<file path="config.mk">
export PLATFORM = sky130hd
export DESIGN_NAME = network_if_rr_arbiter
export DESIGN_NICKNAME = d
export VERILOG_FILES = /design/src/rtl/network_pkg.sv /design/src/rtl/rr_priority_sel.sv /design/src/rtl/network_if_rr_arbiter.sv
export SDC_FILE = /design/constraint.sdc
export NUM_CORES = 1
export LEC_CHECK = 0
export BUFFER_PORTS_ARGS = -buffer_cell sky130_fd_sc_hd__buf_2
export CAP_MARGIN = 20
export CORE_MARGIN = 10
export CORE_UTILIZATION = 42
export DETAILED_ROUTE_END_ITERATION = 8
export PLACE_DENSITY = 0.71
export SYNTH_ARGS = -nofsm -noshare
export SYNTH_HDL_FRONTEND = slang
export SYNTH_SLANG_ARGS = --single-unit
export TNS_END_PERCENT = 20
</file>
<file path="constraint.sdc">
create_clock -name clk -period 4.55 [get_ports clk]
set_clock_uncertainty 0.2 [all_clocks]
set_input_delay 0.2275 -clock clk [delete_from_list [all_inputs] [get_ports clk]]
set_output_delay 0.2275 -clock clk [all_outputs]
set_load 0.05 [all_outputs]
</file>
<file path="src/rtl/network_pkg.sv">
// Shared types for the network_if round-robin arbiter.
package network_pkg;

  // Arbiter control states: free arbitration or holding a burst grant.
  typedef enum logic [0:0] {
    IDLE   = 1'b0,
    LOCKED = 1'b1
  } arb_state_e;

  // Generic source index carrier; narrowed to SRC_W where it is used.
  typedef logic [7:0] src_idx_t;

endpackage

</file>
<file path="src/rtl/rr_priority_sel.sv">
// Rotating priority selector: picks the first asserted request at or after
// the pointer, wrapping modulo N. Purely combinational.
module rr_priority_sel #(
  parameter int N = 4,
  parameter int W = $clog2(N)
) (
  input  logic [N-1:0] req,
  input  logic [W-1:0] ptr,
  output logic [N-1:0] gnt,
  output logic [W-1:0] idx,
  output logic         any
);

  // Scan requests in rotated order and keep the first hit.
  always_comb begin
    int         pos_s;
    logic [W-1:0] pos_idx_s;
    gnt       = {N{1'b0}};
    idx       = {W{1'b0}};
    any       = 1'b0;
    pos_s     = 0;
    pos_idx_s = {W{1'b0}};
    for (int i = 0; i < N; i++) begin
      pos_s     = ((int'(ptr) + i) >= N) ? (int'(ptr) + i - N) : (int'(ptr) + i);
      pos_idx_s = W'(pos_s);
      if (!any && req[pos_idx_s]) begin
        gnt[pos_idx_s] = 1'b1;
        idx            = pos_idx_s;
        any            = 1'b1;
      end else begin
        any = any;
      end
    end
  end

endmodule

</file>
<file path="src/rtl/network_if_rr_arbiter.sv">
// Round-robin arbiter sharing one registered network_if output channel
// between NUM_IN requesters, with per-grant burst cap and source tagging.
module network_if_rr_arbiter
  import network_pkg::*;
#(
  parameter int NUM_IN    = 4,
  parameter int MAX_BURST = 1,
  parameter int SRC_W     = $clog2(NUM_IN),
  parameter int VAL_W     = 32,
  parameter int ID_W      = 8
) (
  input  logic                         clk,
  input  logic                         rst_n,
  input  logic [NUM_IN-1:0][VAL_W-1:0] in_val,
  input  logic [NUM_IN-1:0][ID_W-1:0]  in_id,
  input  logic [NUM_IN-1:0]            in_valid,
  output logic [NUM_IN-1:0]            in_ready,
  output logic [VAL_W-1:0]             out_val,
  output logic [ID_W-1:0]              out_id,
  output logic                         out_valid,
  input  logic                         out_ready,
  output logic [SRC_W-1:0]             out_src,
  output logic                         busy
);

  localparam int CNT_W = $clog2(MAX_BURST + 1);
  localparam logic [SRC_W-1:0] LAST_IDX = SRC_W'(NUM_IN - 1);
  localparam logic [CNT_W-1:0] BURST_MAX = CNT_W'(MAX_BURST);

  // Next index in rotation, wrapping the last input back to input 0.
  function automatic logic [SRC_W-1:0] wrap_inc(input logic [SRC_W-1:0] i);
    return (i == LAST_IDX) ? {SRC_W{1'b0}} : (i + {{(SRC_W-1){1'b0}}, 1'b1});
  endfunction

  arb_state_e         state_r, state_nxt_s;
  logic [SRC_W-1:0]   ptr_r, ptr_nxt_s;
  logic [SRC_W-1:0]   lock_idx_r, lock_nxt_s;
  logic [CNT_W-1:0]   burst_cnt_r, cnt_nxt_s, cnt_cur_s;
  logic               out_valid_r;
  logic [VAL_W-1:0]   out_val_r;
  logic [ID_W-1:0]    out_id_r;
  logic [SRC_W-1:0]   out_src_r;

  logic               load_s, accept_s, grant_vld_s;
  logic [SRC_W-1:0]   grant_idx_s;
  logic [NUM_IN-1:0]  grant_oh_s;
  logic [NUM_IN-1:0]  sel_gnt_s;
  logic [SRC_W-1:0]   sel_idx_s;
  logic               sel_any_s;

  rr_priority_sel #(.N(NUM_IN), .W(SRC_W)) u_sel (
    .req (in_valid),
    .ptr (ptr_r),
    .gnt (sel_gnt_s),
    .idx (sel_idx_s),
    .any (sel_any_s)
  );

  // Grant selection, burst accounting and pointer rotation.
  always_comb begin
    load_s      = !out_valid_r | out_ready;
    grant_idx_s = sel_idx_s;
    grant_vld_s = 1'b0;
    grant_oh_s  = {NUM_IN{1'b0}};
    state_nxt_s = state_r;
    ptr_nxt_s   = ptr_r;
    lock_nxt_s  = lock_idx_r;
    cnt_nxt_s   = burst_cnt_r;
    cnt_cur_s   = {{(CNT_W-1){1'b0}}, 1'b1};
    case (state_r)
      IDLE: begin
        grant_idx_s = sel_idx_s;
        grant_vld_s = sel_any_s;
        grant_oh_s  = sel_gnt_s;
        cnt_cur_s   = {{(CNT_W-1){1'b0}}, 1'b1};
      end
      LOCKED: begin
        grant_idx_s             = lock_idx_r;
        grant_vld_s             = in_valid[lock_idx_r];
        grant_oh_s[lock_idx_r]  = in_valid[lock_idx_r];
        cnt_cur_s               = burst_cnt_r + {{(CNT_W-1){1'b0}}, 1'b1};
      end
      default: begin
        grant_vld_s = 1'b0;
      end
    endcase
    accept_s = load_s & grant_vld_s;
    if (accept_s) begin
      if (cnt_cur_s == BURST_MAX) begin
        // Burst exhausted: hand priority to the next input in rotation.
        state_nxt_s = IDLE;
        ptr_nxt_s   = wrap_inc(grant_idx_s);
        cnt_nxt_s   = {CNT_W{1'b0}};
      end else begin
        state_nxt_s = LOCKED;
        lock_nxt_s  = grant_idx_s;
        cnt_nxt_s   = cnt_cur_s;
      end
    end else if ((state_r == LOCKED) && !in_valid[lock_idx_r]) begin
      // Locked requester went quiet: give up the rest of its burst.
      state_nxt_s = IDLE;
      ptr_nxt_s   = wrap_inc(lock_idx_r);
      cnt_nxt_s   = {CNT_W{1'b0}};
    end else begin
      state_nxt_s = state_r;
    end
  end

  // Arbitration state register.
  always_ff @(posedge clk or negedge rst_n) begin
    if (!rst_n) begin
      state_r     <= IDLE;
      ptr_r       <= {SRC_W{1'b0}};
      lock_idx_r  <= {SRC_W{1'b0}};
      burst_cnt_r <= {CNT_W{1'b0}};
    end else begin
      state_r     <= state_nxt_s;
      ptr_r       <= ptr_nxt_s;
      lock_idx_r  <= lock_nxt_s;
      burst_cnt_r <= cnt_nxt_s;
    end
  end

  // Output register: loads whenever empty or draining, holds while stalled.
  always_ff @(posedge clk or negedge rst_n) begin
    if (!rst_n) begin
      out_valid_r <= 1'b0;
      out_val_r   <= {VAL_W{1'b0}};
      out_id_r    <= {ID_W{1'b0}};
      out_src_r   <= {SRC_W{1'b0}};
    end else if (load_s) begin
      out_valid_r <= accept_s;
      if (accept_s) begin
        out_val_r <= in_val[grant_idx_s];
        out_id_r  <= in_id[grant_idx_s];
        out_src_r <= grant_idx_s;
      end
    end
  end

  assign in_ready  = grant_oh_s & {NUM_IN{load_s & rst_n}};
  assign out_valid = out_valid_r;
  assign out_val   = out_val_r;
  assign out_id    = out_id_r;
  assign out_src   = out_src_r;
  assign busy      = out_valid_r | (|in_valid);

endmodule

</file>
== Word-level counts from Yosys, hierarchy flattened ==
Cells that the tools add are included.
Storage, ports and cells
  flip-flop bits (word level): 49
  input bits: 167
  output and inout bits: 48
  word-level logic and storage cells: 119
Operators by class
  $add $sub $neg: 10
  magnitude comparators: 15
  eq/ne operators: 3
  muxes and demuxes: 53
  bitwise logic cells: 11
  reduce and logical (&&, ||, !) cells: 19
Operators by type and width (count)
  binary-select mux 32 bit (select 2 bit): 1
  2-to-1 mux 32 bit: 1
  2-to-1 mux 2 bit: 13
  < comparator 2 x 3 -> 1 bit (second input constant): 6
  2-to-1 mux 1 bit: 18
  binary-select mux 8 bit (select 2 bit): 1
  2-to-1 mux 4 bit: 4
  bitwise OR 4 bit: 3
  binary-select mux 1 bit (select 2 bit): 5
  demux 1 bit (select 2 bit): 5
  greater-or-equal comparator 2 x 1 -> 1 bit (second input constant): 5
  greater-or-equal comparator 3 bit (second input constant): 3
  logical AND 1 bit: 9
  bitwise AND 4 bit: 2
  2-to-1 mux 8 bit: 1
  one-hot mux 4 bit (2 select lines): 1
  subtractor 2 x 1 -> 2 bit (second input constant): 4
  adder 2 x 2 -> 3 bit (second input constant): 2
  AND reduction 2 bit: 3
  logical NOT 1 bit: 5
  adder 2 x 1 -> 2 bit (second input constant): 2
  equality test 2 bit (second input constant): 2
  one-hot mux 1 bit (2 select lines): 2
  one-hot mux 2 bit (2 select lines): 1
  9 further kinds: 12

== Logic depth before layout (Yosys ltp) ==
Gate-level depths: netlist of run 1.
  word-level depth: 19
  mapped depth: 14
  gate-level depth less buffers: 8

== By module ==
Synthesis of run 1 repeated with hierarchy kept, for this count alone.
Unflattened totals
  cell total of the unflattened synthesis: 200
  area total of the unflattened synthesis: 3114.2 µm²
Modules (own cells, without submodules)
  network_if_rr_arbiter: instances 1, cells an instance 155, area each 2692.6 µm², seq. area each 1126.1 µm²
  rr_priority_sel: instances 1, cells an instance 45, area each 421.7 µm², seq. area each 0.0 µm²

== Least setup slack after synthesis of run 1 ==
OpenSTA, ideal clock, no wires.
  path type: reg2out
  from: register ptr_r[0]
  to: output in_ready[0]
  arrival: 3717 ps
  required time: 4123 ps
  setup slack: 406 ps
  stages on the path, launching flop included: 14
  buffers on the path: 6
  cells stage by stage: dfrtp_1 buf_2 inv_1 clkbuf_1 clkbuf_1 ha_1 buf_2 mux4_2 nor2b_4 buf_6 clkbuf_1 a221o_1 o21ai_0 a21oi_1
On the way
  longest elaborated chain between the ends: 16
  elaborated cells between the ends (all ways): 61
  classes of those cells: add/sub: 7; order compare: 12; mux: 28; bitwise: 4; reduce/logical: 10
RTL lines
  start, declared: line network_if_rr_arbiter.sv:36  | logic [SRC_W-1:0] ptr_r, ptr_nxt_s;
  start signal, assigned: line network_if_rr_arbiter.sv:113  | ptr_r <= {SRC_W{1'b0}};
  start signal, assigned: line network_if_rr_arbiter.sv:118  | ptr_r <= ptr_nxt_s;
  branches (longest 13 deep; another with adder 2 x 1 -> 3 bit)
  2-to-1 mux 4 bit *: line rr_priority_sel.sv:26  | if (!any && req[pos_idx_s]) begin
  one-hot mux 4 bit (2 select lines) *: line network_if_rr_arbiter.sv:70  | case (state_r)
  bitwise AND 4 bit *: line network_if_rr_arbiter.sv:141  | assign in_ready = grant_oh_s & {NUM_IN{load_s & rst_n}};
  end, declared: line network_if_rr_arbiter.sv:17  | output logic [NUM_IN-1:0] in_ready,
Every way passes the cells marked *. The select of a mux whose other input is x is not followed.

== Worst setup path in the final report of run 1 ==
  from: register ptr_r[1]
  to: register out_val_r[17], in the netlist out_val[17]
On the way
  longest elaborated chain between the ends: 17
  elaborated cells between the ends (all ways): 43
  classes of those cells: add/sub: 7; order compare: 4; mux: 24; bitwise: 1; reduce/logical: 7
RTL lines
  branches (longest 17 deep; another with adder 2 x 1 -> 3 bit)
  end signal, assigned: line network_if_rr_arbiter.sv:128  | out_val_r <= {VAL_W{1'b0}};
  end signal, assigned: line network_if_rr_arbiter.sv:134  | out_val_r <= in_val[grant_idx_s];
  end, declared: line network_if_rr_arbiter.sv:40  | logic [VAL_W-1:0] out_val_r;
Several ways; the timed one is not identified. The select of a mux whose other input is x is not followed.
A chain may end at the register's enable or synchronous reset.

==> results of run 1 <==
## state kept, by name (all words and copies together), names as in the netlist
signal and flops:
out_id 8, out_src 2, out_val 32, out_valid 1, ptr_r 2
## logic make-up (layout without fill, tap and decap cells)
group                      Yosys count  after routing  synth area share [%]
AOI/OAI and AO/OA                  269            269                  43.7
buffers and inverters               88            241                  7.78
DFF                                 45             45                  21.5
adders and majority gates            7              7                  1.67
and+or+nand+nor                    271            271                  22.5
muxes                               12             12                  2.89
other                                0              1                     0
## synthesized netlist by cell type (2+ instances only)
library cell and instances:
mux4_2 2, nor4_1 2, a211o_1 2, o21ai_0 46
mux2i_1 7, a21oi_1 48, mux2_2 2, nand2b_1 2
nor3_1 42, nand2_1 131, inv_1 3, buf_2 20
clkbuf_1 56, nor2_1 46, or3_1 2, a311o_1 39
ha_1 7, dfrtp_1 45, o221ai_1 40, o221a_2 39
a211oi_1 2, buf_6 7, buf_1 2, a221o_1 4
nand3_1 40, o211ai_2 39
## worst max path at each step
stage                               to  slack, ns  depth (start not counted)
3_5_place_dp   out_val[21]$_DFFE_PN0P_       0.66                          9
3_3_place_gp   out_val[12]$_DFFE_PN0P_       0.75                          9
5_1_grt        out_val[20]$_DFFE_PN0P_       0.37                          9
2_1_floorplan              in_ready[0]       0.41                         13
6_report       out_val[17]$_DFFE_PN0P_       0.62                          9
4_1_cts        out_val[17]$_DFFE_PN0P_       0.66                          9
## cells in the final DEF, fill, tap and decap left out, types with 6 or more instances in the layout
cell	synthesis	routed
o221a_2	39	39
a311o_1	39	39
o211ai_2	39	39
mux2i_1	7	6
nand2_1	131	130
a21oi_1	48	48
buf_4	0	15
nor3_1	42	42
nor2_1	46	45
buf_2	20	214
ha_1	7	7
dfrtp_1	45	44
o221ai_1	40	40
o21ai_0	46	46
nand3_1	40	40
## through the flow
stage	utilization (%)	cell area, um2	total power, mW	hold WS, ns
final	53.3	6450	5.20	0.0353
after CTS	53.2	6450	5.19	0.0268
after detailed placement	51.9	6290	4.79	0.196
after global placement	51.9	6290	4.75	0.187
after global routing	53.3	6450	5.58	0.0494
after floorplan	-	5250	3.93	-0.268
## area by class of cell
| cell class | instances | area share, % |
|---|---|---|
| well taps | 168 | 3.26 |
| inverters | 3 | 0.175 |
| flip-flops and latches | 45 | 17.5 |
| repair buffers | 230 | 18.5 |
| multi-input cells | 559 | 58.2 |
| clock buffers | 8 | 2.27 |
| diodes | 1 | 0.0388 |
## per-layer routing
layer | track usage, % | vias to the layer above
met5 | 0 | -
met4 | 3.58 | 2
met3 | 5.95 | 13
met2 | 36.3 | 344
met1 | 29.7 | 2994
li1 | - | 2981
## report_power, final
part	switching [mW]	total [mW]	internal [mW]
combinational	2.73	4.03	1.30
sequential	0.178	0.779	0.602
clock	0.163	0.383	0.220
total	3.07	5.20	2.12
## repair_timing
item / 4_1_cts / 5_1_grt
setup buffers: 0 / 0
hold endpoints to repair: 45 / 0
setup endpoints to repair: 0 / 0
hold buffers: 1 / 0
## worst register-to-register path, delay by kind of cell, from the launching register on
kind | cells | cell delay [ns]
compound gates | 2 | 0.47
fa+ha+maj | 1 | 0.52
buf+inv | 2 | 0.54
flops | 1 | 0.64
mux | 1 | 0.50
simple gates | 3 | 1.00
==> reports/results.tsv, run 1 <==
stage	metric	value	unit
timing	rsz0062_at_grt	false	
logic_synthesis	synthFlopType	dfrtp_1	
route	m1WireLength	9090	um
logic_synthesis	synth_cell_types	43	
clock_tree	root_buffer	clkbuf_16	
setup_path	crit_chain	inv_1 -> ha_1 -> mux4_2 -> nand2b_4 -> nand2_2 -> buf_4 -> nand2_1 -> a311o_1 -> o211ai_2	
setup_path	startpoint_type	register	
place	gp_congestion	0.795	
setup_path	reg2reg_depth	9	
die	die-width	132	um
final_layout	area_delta_synth_final	23.0	%
final_layout	nNetsFinal	1018	
route	route.met3.wl	2100	um
worst_hold_path	hold_class	primary input to register	
timing	post-route-min-period	3.93	ns
grt	grt_pass1_vias	6068	
route	top_layer_used	met5	
timing	slew_viol_final	0	
power	ir_drop	0.000495	V
grt	track_usage	22.5	%
final_layout	seq_area	1130	um2
final_layout	multi_input_area	3760	um2
setup_path	arrival	3.94	ns
setup_path	regToRegSetupSlack	0.62	ns
setup_path	critical-path-max-stage-delay	0.64	ns
timing	max_slew_margin	31.1	%
power	powerDensity	805	nW/um2
timing	post-route-period-util	86.3	%
route	routed_wl	20800	um
power	p_leak	2.85	nW
route	firstDrtPassIters	6	
die	die_y	132	um
logic_synthesis	yosys.area.top_type	dfrtp_1	
setup_path	crit_path_top_delay_cell	dfrtp_1	
place	dp.cells	1004	
clock_tree	ctsResizeCount	0	
grt	grt_pass1_wl	33000	um
setup_path	worstSetupPathType	register to register	
die	design.die.area	17400	um2
route	met2_length	9470	um
setup_path	cp_top_family	simple AND/OR/NAND/NOR gates	
clock_tree	cts_tree	done	
clock_tree	cts.path.max_buffers	2	
route	drtAntennaViolNets	0	
setup_path	crit_buf_inv	2	
timing	fin_setup_tns	0	ns
route	initialDrtViolationCount	651	
job	cap_violations	0	
logic_synthesis	syn_nets	866	
place	hpwl	14800	um
route	drc_errors	0	
run_status	status	complete, no violations	
route	vias	6334	
clock_tree	htree_levels	2	
grt	grt_overflow	0	
die	core_area	12100	um2
logic_synthesis	synth_edf_count	0	
setup_path	setup.worst_path.start	ptr_r[1]$_DFFE_PN0P_	
timing	max_freq	255	MHz
clock_tree	clk_pin_slew	0.07	ns
logic_synthesis	ys_ff_latch	45	
grt	grt_antenna_before_repair	2	
setup_path	crit_path_end_kind	register	
logic_synthesis	yosys.area.top_type_share	21.5	%
route	routedWlPerCell	20.5	um
die	placementRows	40	
worst_hold_path	hp-start	in_val[118]	
route	drt-vias-per-instance	6.25	
clock_tree	cts_buffers	5	
timing	layout_setup_ws	0.624	ns
logic_synthesis	synth_top_cells_by_area	dfrtp_1, nand2_1, o211ai_2	
logic_synthesis	synth.avg_cell_area	7.58	um2
timing	tightest_slew	1.03	ns
worst_hold_path	hold_path_end	out_val[22]$_DFFE_PN0P_	
timing	finalSetupViolations	0	
logic_synthesis	yosysWarnings	0	
setup_path	r2r-end	out_val[17]$_DFFE_PN0P_	
place	dp_slack	0.655	ns
worst_hold_path	holdPathStages	3	
final_layout	final_cell_count_no_fill	1014	
die	ios	215	
timing	hold_violations	0	
clock_tree	clock-sinks	45	
place	numPortBuffers	214	
final_layout	fill_cells	1223	
final_layout	layout-drive-gt1-share	39.1	%
die	start_util	43.3	%
clock_tree	clk_latency	0.29	ns
grt	grt_max_degree	90	
setup_path	crit_fanout	40	
logic_synthesis	synthCells	692	
logic_synthesis	synth_area	5250	um2
setup_path	worst-endpoint-required	4.57	ns
setup_path	r2r-start	ptr_r[1]$_DFFE_PN0P_	
logic_synthesis	ys_seq_area_share	21.5	%
logic_synthesis	synth-async-reset-ratio	100	%
(Power assumes the default switching activity.)
==> run 2: changes to the inputs <==
--- a/config.mk
+++ b/config.mk
@@ -5,12 +5,12 @@
 export SDC_FILE = /design/constraint.sdc
 export NUM_CORES = 1
 export LEC_CHECK = 0
-export BUFFER_PORTS_ARGS = -buffer_cell sky130_fd_sc_hd__buf_2
 export CAP_MARGIN = 20
 export CORE_MARGIN = 10
 export CORE_UTILIZATION = 42
 export DETAILED_ROUTE_END_ITERATION = 8
-export PLACE_DENSITY = 0.71
+export DONT_BUFFER_PORTS = 1
+export MAX_ROUTING_LAYER = met4
 export SYNTH_ARGS = -nofsm -noshare
 export SYNTH_HDL_FRONTEND = slang
 export SYNTH_SLANG_ARGS = --single-unit
==> reports/results.tsv, run 2 (synthesis gave the netlist of run 1 again) <==
stage	metric	value	unit	change
setup_path	worstSetupPathType	register to register		
clock_tree	clock-sinks	45		unchanged
setup_path	worst-endpoint-required	4.52	ns	-0.05 ns
setup_path	crit_buf_inv	2		unchanged
final_layout	antenna_cells	0		-1
timing	finalSetupViolations	0		unchanged
power	ir_drop	0.000423	V	-15%
grt	track_usage	23.6	%	+1.1 points
timing	hold_violations	0		unchanged
timing	fin_setup_tns	0	ns	unchanged
timing	rsz0062_at_grt	false		
timing	max_freq	232	MHz	-9.0%
clock_tree	cts_tree	done		
route	drtAntennaViolNets	0		unchanged
route	drc_errors	0		unchanged
place	gp_congestion	0.836		+5.2%
worst_hold_path	hold_class	primary input to register		
setup_path	startpoint_type	register		
clock_tree	cts_buffers	5		unchanged
clock_tree	root_buffer	clkbuf_16		
final_layout	fill_cells	1148		-6.1%
clock_tree	cts.path.max_buffers	2		unchanged
die	design.die.area	17400	um2	unchanged
die	core_area	12100	um2	unchanged
final_layout	nNetsFinal	881		-13%
timing	tightest_slew	1.10	ns	+0.0676 ns
final_layout	largest_register_ff_count	32		unchanged
route	drt-vias-per-instance	6.89		+10%
die	start_util	43.3	%	unchanged
setup_path	arrival	4.28	ns	+0.34 ns
grt	grt_overflow	0		unchanged
setup_path	cp_top_family	simple AND/OR/NAND/NOR gates		
route	vias	6033		-4.8%
timing	slew_viol_final	0		unchanged
timing	post-route-min-period	4.32	ns	+0.389 ns
clock_tree	cts_setup_buffers	0		unchanged
die	die-width	132	um	unchanged
setup_path	crit_path_top_delay_cell	nor2b_4		
clock_tree	clk_latency	0.29	ns	about the same
grt	grt_pass1_vias	5888		-3.0%
setup_path	crit_chain	inv_2 -> ha_1 -> mux4_2 -> nor2b_4 -> nor2_8 -> nand2_1 -> a311o_1 -> o211ai_2 -> dlygate4sd3_1		
timing	max_slew_margin	26.5	%	-4.6 points
timing	post-route-period-util	94.8	%	+8.6 points
route	initialDrtViolationCount	714		+9.7%
clock_tree	htree_levels	2		unchanged
grt	grt_antenna_before_repair	0		-2
run_status	status	complete, no violations		
place	numPortBuffers	0		-100%
clock_tree	clk_pin_slew	0.07	ns	about the same
route	firstDrtPassIters	6		unchanged
place	hpwl	14300	um	-3.6%
die	placementRows	40		unchanged
setup_path	critical-path-max-stage-delay	0.81	ns	+0.17 ns
final_layout	area_delta_synth_final	17.9	%	
die	ios	215		unchanged
job	cap_violations	0		unchanged
timing	layout_setup_ws	0.235	ns	-0.389 ns
power	p_leak	2.35	nW	-17%
grt	grt_max_degree	90		unchanged
grt	grt_pass1_wl	33000	um	+0.25%
power	powerDensity	859	nW/um2	+6.7%
place	dp_slack	0.601	ns	-0.0548 ns
final_layout	layout_common_cells	nand2_1, dlygate4sd3_1, a21oi_1		
setup_path	crit_fanout	51		+28%
die	die_y	132	um	unchanged
setup_path	crit_path_end_kind	register		
route	routedWlPerCell	24.4	um	+19%
final_layout	layout_commonest_cell	nand2_1		
route	routed_wl	21400	um	+2.5%
final_layout	layout-drive-gt1-share	16.7	%	-22 points
run 2: timing repair:
action	4_1_cts	5_1_grt
hold buffers	75	2
hold endpoints to repair	86	2
resized for setup	0	3
setup endpoints to repair	0	28
run 2: layer usage:
metal  GRT usage, %  wire (um)
met5              -          0
met1           26.6       7660
met3           8.42       3010
met4           5.69        295
met2           39.1      10400
run 2: power breakdown:
group          internal (mW)  total [mW]  switching (mW)
combinational           1.42        3.45            2.03
sequential             0.588        1.47           0.878
clock                  0.220       0.393           0.173
total                   2.23        5.31            3.09
run 2: cell type report:
type	instances	area [um2]	share of cell area [%]
Timing Repair Buffer	93	925	15.0
Sequential cell	45	1130	18.3
Multi-Input combinational cell	559	3760	60.8
Tap cell	168	210	3.40
Clock buffer	8	146	2.37
Inverter	3	11.3	0.182
run 2: final timing paths:
| check | slack (ns) | to | from | cells after the start |
|---|---|---|---|---|
| min | 0.001 | out_id[7]$_DFFE_PN0P_ | in_id[7] | 2 |
| min reg2reg | 0.58 | out_src[1]$_DFFE_PN0P_ | out_src[1]$_DFFE_PN0P_ | 2 |
| max | 0.23 | out_val[18]$_DFFE_PN0P_ | ptr_r[0]$_DFFE_PN0P_ | 9 |
| max reg2reg | 0.23 | out_val[18]$_DFFE_PN0P_ | ptr_r[0]$_DFFE_PN0P_ | 9 |
| max in group asynchronous | 3.59 | out_id[5]$_DFFE_PN0P_ | rst_n | 2 |
| min in group asynchronous | 0.32 | ptr_r[1]$_DFFE_PN0P_ | rst_n | 2 |
run 2: metrics by stage:
step	hold WS, ns	cell area, um2	util [%]	std cells	power [mW]
2_1_floorplan	-0.268	5250	-	692	3.93
5_1_grt	0.0102	6180	51.1	876	5.67
3_5_place_dp	-0.266	5240	43.3	791	4.54
4_1_cts	0.0000869	6150	50.8	874	5.27
3_3_place_gp	-0.266	5240	43.3	791	4.40
6_report	0.000974	6180	51.1	876	5.31
==> run 3: changes to the inputs <==
--- a/config.mk
+++ b/config.mk
@@ -10,6 +10,7 @@
 export CORE_UTILIZATION = 42
 export DETAILED_ROUTE_END_ITERATION = 8
 export DONT_BUFFER_PORTS = 1
+export GPL_TIMING_DRIVEN = 0
 export MAX_ROUTING_LAYER = met4
 export SYNTH_ARGS = -nofsm -noshare
 export SYNTH_HDL_FRONTEND = slang
==> reports/results.tsv, run 3 (synthesis gave the netlist of run 1 again) <==
stage	metric	value	unit	change
die	core_area	12100	um2	unchanged
run_status	status	finished, violations left		
timing	layout_setup_ws	0.257	ns	+0.0221 ns
setup_path	crit_path_top_delay_cell	mux4_2		
die	ios	215		unchanged
final_layout	layout_commonest_cell	nand2_1		
power	comb_power_share	68.6	%	+3.6 points
clock_tree	cts_buffers	5		unchanged
grt	grt_overflow	0		unchanged
route	drt-vias-per-instance	6.83		-0.87%
timing	finalSetupViolations	0		unchanged
power	p_leak	2.45	nW	+4.1%
final_layout	nNetsFinal	948		+7.6%
place	numPortBuffers	0		unchanged
timing	slew_viol_final	0		unchanged
route	initialDrtViolationCount	847		+19%
run_status	violations	negative hold slack		
timing	max_freq	233	MHz	+0.51%
clock_tree	clk_pin_slew	0.06	ns	about the same
place	dp_slack	-0.363	ns	-0.964 ns
die	start_util	43.3	%	unchanged
final_layout	fill_cells	1170		+1.9%
setup_path	crit_path_end_kind	output pin		
clock_tree	htree_levels	2		unchanged
final_layout	largest_register_ff_count	32		unchanged
setup_path	worst-endpoint-required	4.12	ns	-0.40 ns
setup_path	worstSetupPathType	register to output pin		
route	drc_errors	0		unchanged
timing	post-route-min-period	4.29	ns	-0.0221 ns
grt	grt_antenna_before_repair	0		unchanged
route	drtAntennaViolNets	0		unchanged
power	ir_drop	0.000354	V	-16%
grt	track_usage	26.7	%	+3.1 points
route	vias	6431		+6.6%
die	placementRows	40		unchanged
final_layout	final_cell_area	6420	um2	+3.8%
clock_tree	cts_tree	done		
final_layout	area_delta_synth_final	22.4	%	
timing	holdWs	-0.00554	ns	-0.00651 ns
route	routed_wl	24000	um	+13%
power	total_power	5.67	mW	+6.7%
route	firstDrtPassIters	6		unchanged
die	die_y	132	um	unchanged
die	die-width	132	um	unchanged
setup_path	arrival	3.87	ns	-0.41 ns
setup_path	crit_buf_inv	6		+4
final_layout	layout-drive-gt1-share	17.1	%	+0.39 points
job	cap_violations	0		unchanged
place	dpl_cell_area	5460	um2	+4.3%
setup_path	crit_fanout	12		-76%
setup_path	startpoint_type	register		
setup_path	critical-path-max-stage-delay	0.45	ns	-0.36 ns
power	p_sw	3.31	mW	+7.1%
power	seq_power_share	24.5	%	-3.1 points
place	hpwl	17300	um	+21%
setup_path	crit_chain	buf_2 -> clkinvlp_4 -> clkbuf_2 -> ha_1 -> buf_2 -> mux4_2 -> nor2b_4 -> buf_6 -> clkbuf_1 -> a221o_1 -> o21ai_0 -> a21oi_4		
die	design.die.area	17400	um2	unchanged
route	routedWlPerCell	25.5	um	+4.7%
place	gp_congestion	0.902		+7.8%
timing	tightest_slew	0.650	ns	-0.448 ns
final_layout	layout_common_cells	nand2_1, dlygate4sd3_1, clkbuf_1		
worst_hold_path	hold_class	primary input to register		
setup_path	cp_top_family	buffers and inverters		
power	intPower	2.36	mW	+6.1%
power	p_sw_share	58.3	%	+0.23 points
grt	grt_pass1_vias	6598		+12%
grt	grt_pass1_wl	36900	um	+12%
timing	hold_violations	1		+1
timing	max_slew_margin	56.7	%	+30 points
power	powerDensity	883	nW/um2	+2.8%
grt	grt_max_degree	46		-49%
clock_tree	root_buffer	clkbuf_16		
clock_tree	clock-sinks	45		unchanged
power	p_clk_share	6.8	%	-0.6 points
clock_tree	cts.path.max_buffers	2		unchanged
setup_path	cpMostUsedCell	buf_2		
timing	post-route-period-util	94.4	%	-0.49 points
clock_tree	clk_latency	0.30	ns	about the same
final_layout	antenna_cells	0		unchanged
run 3: cell types whose count changed in the layout (fill, tap and decap cells not counted), sizes merged:
cell | previous run | this run
inv | 3 | 2
buf | 17 | 34
dlygate4sd3 | 76 | 71
clkbuf | 8 | 62
clkinvlp | 0 | 1
run 3: metal layers:
metal / track usage, % / vias up / wire, um
met5: - / - / 0
met4: 9.21 / 0 / 747
met3: 11.2 / 64 / 3150
met2: 43.3 / 422 / 11500
met1: 28.9 / 3102 / 8630
li1: - / 2843 / -
run 3: power groups by stage:
stage                     clock [mW]  combinational [mW]  sequential (mW)
after floorplan                    0                2.59             1.34
after global placement             0                3.28             1.40
after detailed placement           0                3.43             1.40
final                          0.388                3.89             1.39
after CTS                      0.395                3.80             1.39
after global routing           0.410                4.20             1.42
run 3: worst reg2reg max path, delay by kind of cell, from the launching register on:
family / cells / cell delay [ns]
buffers and inverters: 7 / 1.96
AOI/OAI and AO/OA: 2 / 0.44
DFF: 1 / 0.42
muxes: 1 / 0.40
and+or+nand+nor: 1 / 0.40
adders and majority gates: 1 / 0.34
run 3: area by class of cell:
type                    instances  area, um2  share of cell area (%)
multi-input cells             559       3760                    58.6
flip-flops and latches         45       1130                    17.5
repair buffers                 76        768                    12.0
plain buffers                  84        394                    6.14
well taps                     168        210                    3.27
clock buffers                   7        143                    2.22
inverters                       3       15.0                   0.234
run 3: final timing paths:
check / start / endpoint / slack [ns] / cells past startpoint
setup / recovery: ptr_r[0]$_DFFE_PN0P_ / in_ready[2] / 0.26 / 12
hold / removal: in_id[3] / out_id[3]$_DFFE_PN0P_ / -0.006 / 2
setup reg to reg: ptr_r[0]$_DFFE_PN0P_ / out_id[1]$_DFFE_PN0P_ / 0.27 / 12
hold reg to reg: out_src[1]$_DFFE_PN0P_ / out_src[1]$_DFFE_PN0P_ / 0.59 / 2
max in group asynchronous: rst_n / out_id[1]$_DFFE_PN0P_ / 3.66 / 2
min in group asynchronous: rst_n / out_val[13]$_DFFE_PN0P_ / 0.27 / 2
run 3: metrics by stage:
step | setup TNS (ns) | util (%) | std cells
2_1_floorplan | 0 | - | 692
3_3_place_gp | -1.22 | 45.0 | 860
3_5_place_dp | -1.45 | 45.1 | 861
4_1_cts | 0 | 52.7 | 939
5_1_grt | -0.0145 | 53.0 | 942
6_report | 0 | 53.0 | 942
run 3: timing repair:
action,in CTS,in global routing
resized for setup,9,2
hold buffers,72,0
setup buffers,0,3
hold endpoints to repair,85,0
setup endpoints to repair,4,34
pin swaps,0,0
